## src/rtl/sata_link_supervisor.sv

```systemverilog
// Link-level supervisor for SATA bring-up: starts OOB, times out and retries
// failed attempts with backoff, debounces phy_ready loss and serves COMRESET.
module sata_link_supervisor #(
  parameter int TMR_W       = 20,
  parameter int OOB_TIMEOUT = 750000,
  parameter int BACKOFF     = 7500,
  parameter int MAX_RETRIES = 4,
  parameter int RETRY_W     = 3,
  parameter int DEBOUNCE    = 16
) (
  input  logic               clk,
  input  logic               rst,
  input  logic               link_en,
  input  logic               comreset_req,
  input  logic               phy_ready,
  input  logic               oob_busy,
  input  logic               oob_error,
  output logic               oob_start,
  output logic               comreset_ack,
  output logic               link_up,
  output logic               link_failed,
  output logic [2:0]         state_out,
  output logic [RETRY_W-1:0] retry_cnt,
  output logic [15:0]        loss_cnt
);

  typedef enum logic [2:0] {
    S_DISABLED = 3'd0,
    S_START    = 3'd1,
    S_WAIT_OOB = 3'd2,
    S_LINK_UP  = 3'd3,
    S_DEBOUNCE = 3'd4,
    S_BACKOFF  = 3'd5,
    S_FAILED   = 3'd6
  } state_e;

  localparam logic [TMR_W-1:0]   OOB_LAST = TMR_W'(OOB_TIMEOUT - 1);
  localparam logic [TMR_W-1:0]   BO_LAST  = TMR_W'(BACKOFF - 1);
  localparam logic [TMR_W-1:0]   DEB_LAST = TMR_W'(DEBOUNCE - 1);
  localparam logic [RETRY_W-1:0] RETRY_MAX = RETRY_W'(MAX_RETRIES);

  state_e             state_q, state_d;
  logic [TMR_W-1:0]   timer_q, timer_d;
  logic [RETRY_W-1:0] retry_q, retry_d;
  logic [15:0]        loss_q, loss_d;
  logic               oob_start_q, oob_start_d;
  logic               ack_q, ack_d;
  logic               link_up_q, link_failed_q;

  always_ff @(posedge clk) begin
    if (!rst) begin
      state_q       <= S_DISABLED;
      timer_q       <= '0;
      retry_q       <= '0;
      loss_q        <= 16'd0;
      oob_start_q   <= 1'b0;
      ack_q         <= 1'b0;
      link_up_q     <= 1'b0;
      link_failed_q <= 1'b0;
    end else begin
      state_q       <= state_d;
      timer_q       <= timer_d;
      retry_q       <= retry_d;
      loss_q        <= loss_d;
      oob_start_q   <= oob_start_d;
      ack_q         <= ack_d;
      link_up_q     <= (state_d == S_LINK_UP) || (state_d == S_DEBOUNCE);
      link_failed_q <= (state_d == S_FAILED);
    end
  end

  always_comb begin
    state_d     = state_q;
    timer_d     = timer_q;
    retry_d     = retry_q;
    loss_d      = loss_q;
    oob_start_d = 1'b0;
    ack_d       = 1'b0;
    if (!link_en) begin
      state_d = S_DISABLED;
      timer_d = '0;
      retry_d = '0;
    end else if (comreset_req && (state_q != S_DISABLED)) begin
      state_d = S_START;
      timer_d = '0;
      retry_d = '0;
      ack_d   = 1'b1;
    end else begin
      case (state_q)
        S_DISABLED: begin
          state_d = S_START;
        end
        S_START: begin
          if (!oob_busy) begin
            oob_start_d = 1'b1;
            timer_d     = '0;
            state_d     = S_WAIT_OOB;
          end else begin
            state_d = S_START;
          end
        end
        S_WAIT_OOB: begin
          if (phy_ready) begin
            state_d = S_LINK_UP;
            retry_d = '0;
          end else if (oob_error || (timer_q == OOB_LAST)) begin
            if (retry_q == RETRY_MAX) begin
              state_d = S_FAILED;
            end else begin
              retry_d = retry_q + RETRY_W'(1);
              timer_d = '0;
              state_d = S_BACKOFF;
            end
          end else begin
            timer_d = timer_q + TMR_W'(1);
          end
        end
        S_BACKOFF: begin
          if (timer_q == BO_LAST) begin
            state_d = S_START;
          end else begin
            timer_d = timer_q + TMR_W'(1);
          end
        end
        S_LINK_UP: begin
          // The LINK_UP cycle that saw the drop is the first low cycle of the run.
          if (!phy_ready) begin
            state_d = S_DEBOUNCE;
            timer_d = TMR_W'(1);
          end else begin
            state_d = S_LINK_UP;
          end
        end
        S_DEBOUNCE: begin
          if (phy_ready) begin
            state_d = S_LINK_UP;
          end else if (timer_q == DEB_LAST) begin
            if (loss_q != 16'hFFFF) begin
              loss_d = loss_q + 16'd1;
            end else begin
              loss_d = loss_q;
            end
            retry_d = '0;
            timer_d = '0;
            state_d = S_START;
          end else begin
            timer_d = timer_q + TMR_W'(1);
          end
        end
        S_FAILED: begin
          state_d = S_FAILED;
        end
        default: begin
          state_d = S_DISABLED;
          timer_d = '0;
        end
      endcase
    end
  end

  assign oob_start    = oob_start_q;
  assign comreset_ack = ack_q;
  assign link_up      = link_up_q;
  assign link_failed  = link_failed_q;
  assign state_out    = state_q;
  assign retry_cnt    = retry_q;
  assign loss_cnt     = loss_q;

endmodule

```

## config.mk

```make
export PLATFORM = sky130hd
export DESIGN_NAME = sata_link_supervisor
export DESIGN_NICKNAME = d
export VERILOG_FILES = /design/src/rtl/sata_link_supervisor.sv
export SDC_FILE = /design/constraint.sdc
export NUM_CORES = 1
export LEC_CHECK = 0
export BUFFER_PORTS_ARGS = -buffer_cell sky130_fd_sc_hd__buf_4
export CAP_MARGIN = 20
export CELL_PAD_IN_SITES_DETAIL_PLACEMENT = 1
export CELL_PAD_IN_SITES_GLOBAL_PLACEMENT = 1
export CORE_ASPECT_RATIO = 1.4
export CORE_MARGIN = 3
export CORE_UTILIZATION = 35
export DETAILED_ROUTE_END_ITERATION = 6
export GPL_ROUTABILITY_DRIVEN = 0
export GPL_TIMING_DRIVEN = 0
export PLACE_DENSITY = 0.72
export SLEW_MARGIN = 40
export SYNTH_ARGS = -nofsm -noshare
export SYNTH_HDL_FRONTEND = slang
export SYNTH_SLANG_ARGS = --single-unit
```

## constraint.sdc

```tcl
create_clock -name clk -period 3.1 [get_ports clk]
set_clock_uncertainty 0.1 [all_clocks]
set_input_delay 0.465 -clock clk [delete_from_list [all_inputs] [get_ports clk]]
set_output_delay 0.465 -clock clk [all_outputs]
set_load 0.02 [all_outputs]
```

==> summary.md <==
| Metric | Value |
|---|---|
| Worst-path clk slew | `0.09 ns` |
| First-pass GRT wire length | `13.6 mm` |
| Buffer depth of the longest clock path | `2` |
| Simple logic cell fraction of the synthesized area | `35.3%` |
| Number of clock sinks | `46` |
| Die H | `111 um` |
| Largest area contributor in the netlist | `dfxtp_1` |
| Crit path max-delay family | `compound AO/OA/AOI/OAI gates` |
| Core ar. | `0.00750 sq mm` |
| Status | `completed` |
| XOR/XNOR Fraction of Synth Area | `4.43%` |
| Yosys cell types | `58` |
| CP cell instances | `ha_1 > and3_1 > and3_4 > a31o_1 > a311oi_2 > nand2_1 > buf_2 > o41ai_1` |
| Min-Delay Path Class | `input port to register` |
| Synth area leaders | `dfxtp_1 (33%), nand2_1 (4.6%), xnor2_1 (4.4%), and2_1 (4.1%), a32oi_1 (3.5%)` |
| Adder-Cell Fraction of Synth Area | `1.81%` |
| Final ANT Viol Nets | `0` |
| CP endpoint kind | `register` |
| Non-filler cells, final | `466` |
| Crit-path max cell delay | `0.43 ns` |
| Hold buffer count at cts | `0` |
| DRC errors left | `0` |
| Initial antenna violation count | `0` |
| Vias in the first global route | `2788` |
| PwrDens | `332 mW/mm^2` |
| Worst Path Required | `3.20 ns` |
| Highest Clock Rate | `365 MHz` |
| GRT Overall Usage | `18.8%` |
| Slowest CP cell | `a311oi_2` |
| Period utilization | `88.5%` |
| Setup TNS | `0 ns` |
| Final hold vios | `0` |
| Number of antenna diodes | `0` |
| Ys flop type | `dfxtp_1` |
| Routed len/inst | `17.0 um` |
| Actual slew at the worst max-slew pin | `0.669 ns` |
| Worst setup SP type | `register` |
| Post-synthesis mux area share | `0%` |
| Leakage Power | `1.16 nW` |
| Unrepaired setup endpoints after global routing | `false` |
| DRT Wirelength | `7.93 mm` |
| Detail Placement HPWL | `6.03 mm` |
| Clk root buf | `clkbuf_8` |
| Seq/Total Area, Yosys | `33.3%` |
| Synth Warn # | `0` |
| Postcts setup bufs | `0` |
| Most frequent cell after synthesis | `dfxtp_1` |
| IR drop worst, VDD | `0.000202 V` |
| Vias | `2687` |
| CP Buf/Inv Count | `1` |
| Post-layout min period | `2.74 ns` |
| # rows | `37` |
| Gr ovfl total | `0` |
| Number of flops mapped to enable cells by yosys | `0` |
| CTS resizes | `0` |
| Largest net degree at the start of global routing | `16` |
| Syn Inst Count | `331` |
| Arr. time, crit path | `2.85 ns` |
| Detailed Route Iter0 Violations | `93` |
| Synthesis-to-finish area growth | `15.8%` |
| Synth top area share | `33.3%` |
| Drt pass-1 iters | `4` |
| Final setup fails | `0` |
| Complex-gate fraction of the synthesized area | `21.2%` |
| Latest clock arrival within the worst-skew pair | `0.32 ns` |
| Main combinational cell family by area after synthesis | `simple AND/OR/NAND/NOR gates` |
| Max-cap check violation count | `0` |
| Fin. max-slew vios | `0` |
| Post-Syn Area per Cell | `8.36 sq um` |
| Share of cells above drive strength 1 | `19.0%` |
| DP Worst Slack | `0.370 ns` |
| CTS tree | `built` |
| Num CTS Buffers | `5` |
| #FFs+latches synth | `46` |
| Num ports | `33` |
| Initial Utilization | `36.9%` |
| Async SR Flop Fraction | `0%` |
| FILL cells | `936` |
| Via density | `5.77` |
| Synthesized Nets | `342` |
| Slew headroom | `55.0%` |
| Buffers on Ports | `30` |
| Mapped Area | `0.00277 sq mm` |
| H-tree levels | `2` |
| Cells after DPL | `458` |
| Crit Path Class | `register to register` |
| Die span in x | `81.2 um` |
| CP max FO | `10` |
| Die Area | `0.00903 sq mm` |
| Post-layout worst setup margin | `0.358 ns` |
| Most frequent cells after synthesis | `dfxtp_1 (46), nand2_1 (34), nor2_1 (23)` |
| Nets | `379` |
==> registers in the layout (all words and copies together), names as in the netlist <==
name and cells:
retry_cnt 3, oob_start 1, timer_q 20, link_up 1, loss_cnt 16, link_failed 1
comreset_ack 1, state_out 3
==> metal layers <==
| layer | vias to the layer above | wire, um | GRT usage (%) | part of all wire (%) |
|---|---|---|---|---|
| met1 | 1330 | 3310 | 21.8 | 42 |
| met3 | 7 | 238 | 2.93 | 3.0 |
| met4 | 0 | 104 | 5.52 | 1.3 |
| li1 | 1315 | - | - | - |
| met5 | - | 0 | 0 | 0 |
| met2 | 35 | 4280 | 34.3 | 54 |
==> cell type report <==
cell class	instances	area (sq um)	area share, %
Multi-Input combinational cell	260	1730	54.1
Tap cell	97	121	3.79
Buffer	19	90.1	2.81
Sequential cell	46	921	28.7
Clock buffer	5	68.8	2.15
Inverter	6	22.5	0.703
Clock inverter	3	21.3	0.664
Timing Repair Buffer	30	225	7.03
==> power breakdown <==
| part | internal (mW) | switching [mW] |
|---|---|---|
| Sequential | 0.593 | 0.00362 |
| Combinational | 0.0260 | 0.0508 |
| Clock | 0.159 | 0.231 |
==> logic make-up after synthesis <==
| family | after synthesis |
|---|---|
| compound gates | 73 |
| buf+inv | 25 |
| fa+ha+maj | 4 |
| flops | 46 |
| xor+xnor | 14 |
| simple gates | 169 |
==> metrics by stage <==
step / instance area (sq um) / total power, mW / hold slack, ns / util (%)
global route: 3200 / 1.11 / 0.348 / 42.7
detailed placement: 3110 / 0.687 / 0.395 / 41.5
CTS: 3200 / 1.08 / 0.349 / 42.7
floorplan: 2770 / 0.658 / 0.362 / -
finish: 3200 / 1.06 / 0.354 / 42.7
global placement: 3110 / 0.686 / 0.382 / 41.5
==> layout by cell type (no fill, tap or decap), types with 3 or more instances in the layout <==
| cell | instances |
|---|---|
| and2_1 | 18 |
| clkbuf_8 | 5 |
| o41ai_1 | 11 |
| a32oi_1 | 11 |
| nand2_1 | 34 |
| buf_4 | 31 |
| dfxtp_1 | 46 |
| nand3_1 | 17 |
| nand3b_1 | 4 |
| nand4_1 | 12 |
| clkbuf_1 | 4 |
| nor2_1 | 23 |
| o21ai_0 | 7 |
| a21oi_1 | 7 |
| nand3_2 | 3 |
| and3_1 | 15 |
| nor2b_1 | 5 |
| a22o_1 | 8 |
| inv_1 | 6 |
| nor3_1 | 12 |
| o21bai_1 | 3 |
| nor3b_1 | 3 |
| nor3_2 | 3 |
| or2_2 | 3 |
| xnor2_1 | 14 |
| buf_2 | 10 |
| ha_1 | 4 |
| or3_1 | 3 |
| o31ai_1 | 3 |
| a31oi_1 | 4 |
==> worst paths after layout <==
kind	to	start	depth (start not counted)	slack [ns]
hold / removal	comreset_ack	link_en	3	0.35
hold reg to reg	timer_q[1]	timer_q[1]	2	0.40
setup / recovery	timer_q[13]	timer_q[0]	8	0.36
setup reg to reg	timer_q[13]	timer_q[0]	8	0.36
==> worst min-delay path: cells and delay by family <==
family,cells,cell delay (ns)
and+or+nand+nor,2,0.15
buffers and inverters,1,0.10
No activity file was read; power rests on OpenSTA's default activity.
